===== src/rtl/parking_space_allocator_if.sv =====
// Entry/exit handshake and occupancy bus of the parking space allocator.
// slave = allocator side, master = gate controller / environment side.
interface parking_space_allocator_if;
    logic       entry_req;
    logic       entry_done;
    logic       exit_req;
    logic [2:0] exit_slot;
    logic       entry_ack;
    logic [2:0] entry_slot;
    logic       entry_deny;
    logic       entry_abort;
    logic       gate_open;
    logic       exit_ack;
    logic       exit_err;
    logic [7:0] space_free;
    logic [3:0] free_count;
    logic [3:0] parked_count;
    logic       full;
    logic       lot_empty;

    modport slave (
        input  entry_req, entry_done, exit_req, exit_slot,
        output entry_ack, entry_slot, entry_deny, entry_abort, gate_open,
               exit_ack, exit_err, space_free, free_count, parked_count,
               full, lot_empty
    );

    modport master (
        output entry_req, entry_done, exit_req, exit_slot,
        input  entry_ack, entry_slot, entry_deny, entry_abort, gate_open,
               exit_ack, exit_err, space_free, free_count, parked_count,
               full, lot_empty
    );
endinterface


===== src/rtl/parking_space_allocator.sv =====
// 8-space lot allocator: lowest-free grant through a gate handshake with timeout,
// independent exit path, and registered free/parked counts tracking the vector.
module parking_space_allocator #(
    parameter int GATE_TIMEOUT = 16
) (
    input  logic                        clk,
    input  logic                        rst,
    parking_space_allocator_if.slave    bus
);
    localparam logic [1:0] IDLE         = 2'd0;
    localparam logic [1:0] GATE_OPEN    = 2'd1;
    localparam logic [1:0] WAIT_RELEASE = 2'd2;

    logic [1:0] state, state_nxt;
    logic [7:0] cnt, cnt_nxt;
    logic [7:0] free_nxt;
    logic [2:0] slot_nxt;
    logic [3:0] free_cnt_nxt;
    logic       ack_nxt, deny_nxt, abort_nxt, xack_nxt, xerr_nxt;

    function automatic logic [2:0] lowest_set(input logic [7:0] v);
        logic [2:0] idx;
        idx = 3'd0;
        for (int i = 7; i >= 0; i--) begin
            if (v[i]) idx = 3'(i);
        end
        return idx;
    endfunction

    function automatic logic [3:0] popcount(input logic [7:0] v);
        logic [3:0] n;
        n = 4'd0;
        for (int i = 0; i < 8; i++) begin
            n = n + {3'd0, v[i]};
        end
        return n;
    endfunction

    always_comb begin
        state_nxt = state;
        cnt_nxt   = cnt;
        free_nxt  = bus.space_free;
        slot_nxt  = bus.entry_slot;
        ack_nxt   = 1'b0;
        deny_nxt  = 1'b0;
        abort_nxt = 1'b0;
        xack_nxt  = 1'b0;
        xerr_nxt  = 1'b0;

        // The space held at an open gate is not yet parked, so it cannot exit.
        if (bus.exit_req) begin
            if (!bus.space_free[bus.exit_slot] &&
                !(state == GATE_OPEN && bus.exit_slot == bus.entry_slot)) begin
                free_nxt[bus.exit_slot] = 1'b1;
                xack_nxt = 1'b1;
            end else begin
                xerr_nxt = 1'b1;
            end
        end

        case (state)
            IDLE: begin
                if (bus.entry_req) begin
                    if (|bus.space_free) begin
                        free_nxt[lowest_set(bus.space_free)] = 1'b0;
                        slot_nxt  = lowest_set(bus.space_free);
                        ack_nxt   = 1'b1;
                        cnt_nxt   = 8'd0;
                        state_nxt = GATE_OPEN;
                    end else begin
                        deny_nxt  = 1'b1;
                        state_nxt = WAIT_RELEASE;
                    end
                end
            end
            GATE_OPEN: begin
                cnt_nxt = cnt + 8'd1;
                // entry_done takes priority over a timeout on the same edge.
                if (bus.entry_done) begin
                    cnt_nxt   = 8'd0;
                    state_nxt = WAIT_RELEASE;
                end else if (cnt_nxt == 8'(GATE_TIMEOUT)) begin
                    free_nxt[bus.entry_slot] = 1'b1;
                    abort_nxt = 1'b1;
                    cnt_nxt   = 8'd0;
                    state_nxt = WAIT_RELEASE;
                end
            end
            WAIT_RELEASE: begin
                if (!bus.entry_req) state_nxt = IDLE;
            end
            default: begin
                cnt_nxt   = 8'd0;
                state_nxt = IDLE;
            end
        endcase

        free_cnt_nxt = popcount(free_nxt);
    end

    always_ff @(posedge clk) begin
        if (rst) begin
            state            <= IDLE;
            cnt              <= 8'd0;
            bus.space_free   <= 8'hFF;
            bus.free_count   <= 4'd8;
            bus.parked_count <= 4'd0;
            bus.full         <= 1'b0;
            bus.lot_empty    <= 1'b1;
            bus.entry_slot   <= 3'd0;
            bus.entry_ack    <= 1'b0;
            bus.entry_deny   <= 1'b0;
            bus.entry_abort  <= 1'b0;
            bus.exit_ack     <= 1'b0;
            bus.exit_err     <= 1'b0;
            bus.gate_open    <= 1'b0;
        end else begin
            state            <= state_nxt;
            cnt              <= cnt_nxt;
            bus.space_free   <= free_nxt;
            bus.free_count   <= free_cnt_nxt;
            bus.parked_count <= 4'd8 - free_cnt_nxt;
            bus.full         <= (free_nxt == 8'h00);
            bus.lot_empty    <= (free_nxt == 8'hFF);
            bus.entry_slot   <= slot_nxt;
            bus.entry_ack    <= ack_nxt;
            bus.entry_deny   <= deny_nxt;
            bus.entry_abort  <= abort_nxt;
            bus.exit_ack     <= xack_nxt;
            bus.exit_err     <= xerr_nxt;
            bus.gate_open    <= (state_nxt == GATE_OPEN);
        end
    end
endmodule


===== src/flat_wrapper.sv =====
// flat-port wrapper written by rule: the top's interface ports become plain ports
module parking_space_allocator_flat 
#(
    parameter int GATE_TIMEOUT = 16
)
  (clk, rst, bus_entry_req, bus_entry_done, bus_exit_req, bus_exit_slot, bus_entry_ack, bus_entry_slot, bus_entry_deny, bus_entry_abort, bus_gate_open, bus_exit_ack, bus_exit_err, bus_space_free, bus_free_count, bus_parked_count, bus_full, bus_lot_empty);
  parking_space_allocator_if bus_i ();
  input  logic clk;
  input  logic rst;
  input wire logic [$bits(bus_i.entry_req)-1:0] bus_entry_req;
  input wire logic [$bits(bus_i.entry_done)-1:0] bus_entry_done;
  input wire logic [$bits(bus_i.exit_req)-1:0] bus_exit_req;
  input wire logic [$bits(bus_i.exit_slot)-1:0] bus_exit_slot;
  output wire logic [$bits(bus_i.entry_ack)-1:0] bus_entry_ack;
  output wire logic [$bits(bus_i.entry_slot)-1:0] bus_entry_slot;
  output wire logic [$bits(bus_i.entry_deny)-1:0] bus_entry_deny;
  output wire logic [$bits(bus_i.entry_abort)-1:0] bus_entry_abort;
  output wire logic [$bits(bus_i.gate_open)-1:0] bus_gate_open;
  output wire logic [$bits(bus_i.exit_ack)-1:0] bus_exit_ack;
  output wire logic [$bits(bus_i.exit_err)-1:0] bus_exit_err;
  output wire logic [$bits(bus_i.space_free)-1:0] bus_space_free;
  output wire logic [$bits(bus_i.free_count)-1:0] bus_free_count;
  output wire logic [$bits(bus_i.parked_count)-1:0] bus_parked_count;
  output wire logic [$bits(bus_i.full)-1:0] bus_full;
  output wire logic [$bits(bus_i.lot_empty)-1:0] bus_lot_empty;
  assign bus_i.entry_req = bus_entry_req;
  assign bus_i.entry_done = bus_entry_done;
  assign bus_i.exit_req = bus_exit_req;
  assign bus_i.exit_slot = bus_exit_slot;
  assign bus_entry_ack = bus_i.entry_ack;
  assign bus_entry_slot = bus_i.entry_slot;
  assign bus_entry_deny = bus_i.entry_deny;
  assign bus_entry_abort = bus_i.entry_abort;
  assign bus_gate_open = bus_i.gate_open;
  assign bus_exit_ack = bus_i.exit_ack;
  assign bus_exit_err = bus_i.exit_err;
  assign bus_space_free = bus_i.space_free;
  assign bus_free_count = bus_i.free_count;
  assign bus_parked_count = bus_i.parked_count;
  assign bus_full = bus_i.full;
  assign bus_lot_empty = bus_i.lot_empty;
  parking_space_allocator #(.GATE_TIMEOUT(GATE_TIMEOUT)) u_core (.clk(clk), .rst(rst), .bus(bus_i));
endmodule

===== config.mk =====
export PLATFORM = sky130hd
export DESIGN_NAME = parking_space_allocator_flat
export DESIGN_NICKNAME = d
export VERILOG_FILES = /design/src/rtl/parking_space_allocator_if.sv /design/src/rtl/parking_space_allocator.sv /design/src/flat_wrapper.sv
export SDC_FILE = /design/constraint.sdc
export NUM_CORES = 1
export LEC_CHECK = 0
export ABC_AREA = 1
export CAP_MARGIN = 20
export CELL_PAD_IN_SITES_DETAIL_PLACEMENT = 0
export CELL_PAD_IN_SITES_GLOBAL_PLACEMENT = 1
export CORE_AREA = 2 2 80 82
export CTS_CLUSTER_SIZE = 16
export DETAILED_ROUTE_END_ITERATION = 10
export DIE_AREA = 0 0 82 84
export PLACE_DENSITY = 0.83
export SYNTH_ARGS = -nofsm -noshare
export SYNTH_HDL_FRONTEND = slang
export SYNTH_SLANG_ARGS = --single-unit

===== constraint.sdc =====
create_clock -name clk -period 6.54 [get_ports clk]
set_clock_uncertainty 0.2 [all_clocks]
set_input_delay 1.962 -clock clk [delete_from_list [all_inputs] [get_ports clk]]
set_output_delay 1.962 -clock clk [all_outputs]
set_load 0.01 [all_outputs]

==> metrics.md <==
| Metric | Value |
|---|---|
| Status | finished, final reports clean |
| Row count | 29 |
| Async S/R FF share, synth | 0 |
| Yosys top cell by area | dfxtp_1 |
| Yosys warning total | 0 |
| Initial Utilization | 0.357 |
| Initial DRC Count | 115 |
| Clk slew on worst S/H paths | 0.08 ns |
| Final Cell Area | 2780 um^2 |
| RSZ-0062 raised after global routing | no |
| GRT busiest layer | met2 |
| Hold_ws | 0.295 ns |
| Largest net degree at the start of global routing | 19 |
| Top cells by area, synth | dfxtp_1, nand2_1, inv_1 |
| Post-synth EDFFs | 0 |
| Worst Setup Start Kind | input port |
| Number of global-route vias before repair | 2048 |
| N_diodes | 0 |
| Max FO, Critical Path | 6 |
| Mapped Cells | 339 |
| Total routed wirelength | 5530 um |
| Die H | 84 um |
| Htree depth | 2 |
| Post-detailed-route wirelength per cell | 11.9 um |
| Die Width | 82 um |
| Max-Cap Viols | 0 |
| Fraction of layout cells with a size suffix above 1 | 0.100 |
| Buffers on Ports | 34 |
| Slew headroom | 0.603 |
| DR vias | 2178 |
| Root Driver | clkbuf_8 |
| Most common cell after layout, fill and taps aside | nand2_1 |
| RePlAce Congestion | 0.915 |
| Peak supply drop | 111 uV |
| Die area | 6890 um^2 |
| # clock sinks | 36 |
| Initial DRT Pass Iterations | 4 |
| Worst-case clock buffer depth | 2 |
| Cell Area, Synth | 2170 um^2 |
| Register area | 721 um^2 |
| Global route overflow | 0 |
| Register bit total from synthesis | 36 |
| Max Clk Rate | 167 MHz |
| First-pass GRT wire length | 9360 um |
| Min Tclk post-route | 6.01 ns |
| CTS tree | built |
| Clock latency on the worst-skew pair | 0.29 ns |
| Post-synth top area share | 0.332 |
| Register area share after synthesis | 0.332 |
| Met2 Track Usage GR | 0.281 |
| Worst-margin pin slew | 0.591 ns |
| Max Transition Viols Final | 0 |
| Non-filler cells in the finished layout | 466 |
| Worst Hold Class | reg2reg |
| Core ar. | 6100 um^2 |
| DPL Wire Length | 4360 um |
| Top FF cell, synth | dfxtp_1 |
| # Post-CTS Setup Buffers | 0 |
| Final worst-path cycle share | 0.918 |
| # setup viols final | 0 |
| Post-DRT Antenna Nets | 0 |
| GRT Total Usage | 0.174 |
| Area Overhead vs Synth | 27.9% |
| Dpl cells | 458 |
| # IOs | 35 |
| Syn Area/Cell | 6.41 um^2 |
| Syn nets | 357 |
| Post-route DRC | 0 |
| Final hold violations | 0 |
| Yosys cell types | 31 |
| Placement Cell Area | 2670 um^2 |
| TritonCTS Buffers | 5 |
| Via/cell ratio | 4.67 |
| Leading cell types in the layout, fill and taps excluded | nand2_1, inv_1, nor2_1 |
| Met3 global-route usage | 0.0390 |
| Nets | 406 |
| Setup CP Type | in2reg |
| Fill cell count | 621 |
| CP arrival | 5.99 ns |
| Crit. End Element | flop |
| Req. time, crit path | 6.52 ns |
| GR Layer Usage met1 | 0.234 |
| PD cells | 189 nW/um^2 |
| Initial antenna violation count | 0 |
| Multi-input combinational cell area | 1220 um^2 |
| Pleak | 1.30 nW |
[layer usage]
layer | wire length [um] | up-vias
li1 | - | 1149
met1 | 2590 | 981
met2 | 2650 | 40
met3 | 217 | 8
met4 | 72 | 0
met5 | 0 | -
[worst max-delay path, stage by stage]
cell and delay [ns]:
dlymetal6s2s_1 0.14, buf_6 0.14, nand2_1 0.06, nand2_2 0.05, nand2_2 0.05, nand2_2 0.06, nor2_4 0.11, and2_4 0.15
nand2_1 0.05, or3_1 0.32, nand3_2 0.09, inv_2 0.04, ha_1 0.26, inv_1 0.05, fa_1 0.50, inv_1 0.05
fa_1 0.47, inv_1 0.05, fa_1 0.40, inv_1 0.09, fa_1 0.42, inv_2 0.08, nand2_1 0.06, nor2_2 0.12
a21oi_1 0.06, o21ai_0 0.09, inv_1 0.05
[through the flow]
| step | power [mW] | TNS (ns) | util | worst slack, ns |
|---|---|---|---|---|
| floorplan | 0.310 | 0 | - | 0.565 |
| global placement | 0.363 | -0.102 | 0.438 | -0.0624 |
| detailed placement | 0.362 | -0.305 | 0.438 | -0.146 |
| CTS | 0.533 | 0 | 0.453 | 0.152 |
| global route | 0.561 | 0 | 0.456 | 0.255 |
| finish | 0.527 | 0 | 0.456 | 0.534 |
[final cells by class]
class                           count  share of cell area
Clock buffer                        6              0.0297
Timing Repair Buffer               45               0.156
Tap cell                           77              0.0347
Sequential cell                    36               0.259
Multi-Input combinational cell    243               0.438
Inverter                           57              0.0770
Clock inverter                      2             0.00495
[cells by family after synthesis]
logic type	synth area share
compound gates	0.0760
xor+xnor	0.0121
fa+ha+maj	0.0714
buf+inv	0.110
flops	0.332
simple gates	0.399
[registers in the layout (all words and copies together) (netlist names), 2 cells and up]
name                     flops
u_core.bus.entry_slot        3
u_core.bus.free_count        3
u_core.bus.parked_count      4
u_core.bus.space_free        8
u_core.cnt                   8
u_core.state                 2
[repair_timing]
item | CTS | global route
resized for setup | 0 | 7
setup endpoints to repair | 0 | 3
hold buffers | 0 | 0
[synthesized netlist by cell type (2+ instances only)]
cell / n
nor2_1: 46
xor2_1: 2
fa_1: 4
nand4_1: 3
nand2_1: 98
dfxtp_1: 36
ha_1: 6
nand2_2: 5
or2_2: 2
a21oi_1: 13
o22ai_1: 3
nor2_4: 2
nand3_2: 2
o21ai_1: 2
nor3_1: 3
inv_1: 54
inv_2: 2
o21ai_0: 11
nand3_1: 33
[final timing paths]
path                         start                          to  slack, ns  cells past startpoint
setup / recovery  bus_exit_slot[0]  u_core.bus.parked_count[3]       0.53                     27
hold / removal       u_core.cnt[1]               u_core.cnt[1]       0.30                      2
setup reg to reg     u_core.cnt[3]  u_core.bus.parked_count[3]       1.55                     22
hold reg to reg      u_core.cnt[1]               u_core.cnt[1]       0.30                      2
[power by group]
part / switching [mW] / leakage (nW) / total, mW / internal [mW]
clock network: 0.0823 / 0.0516 / 0.168 / 0.0861
logic: 0.0632 / 0.954 / 0.119 / 0.0556
registers: 0.00755 / 0.295 / 0.239 / 0.232
Note: power is estimated with default switching activity, not from simulation.
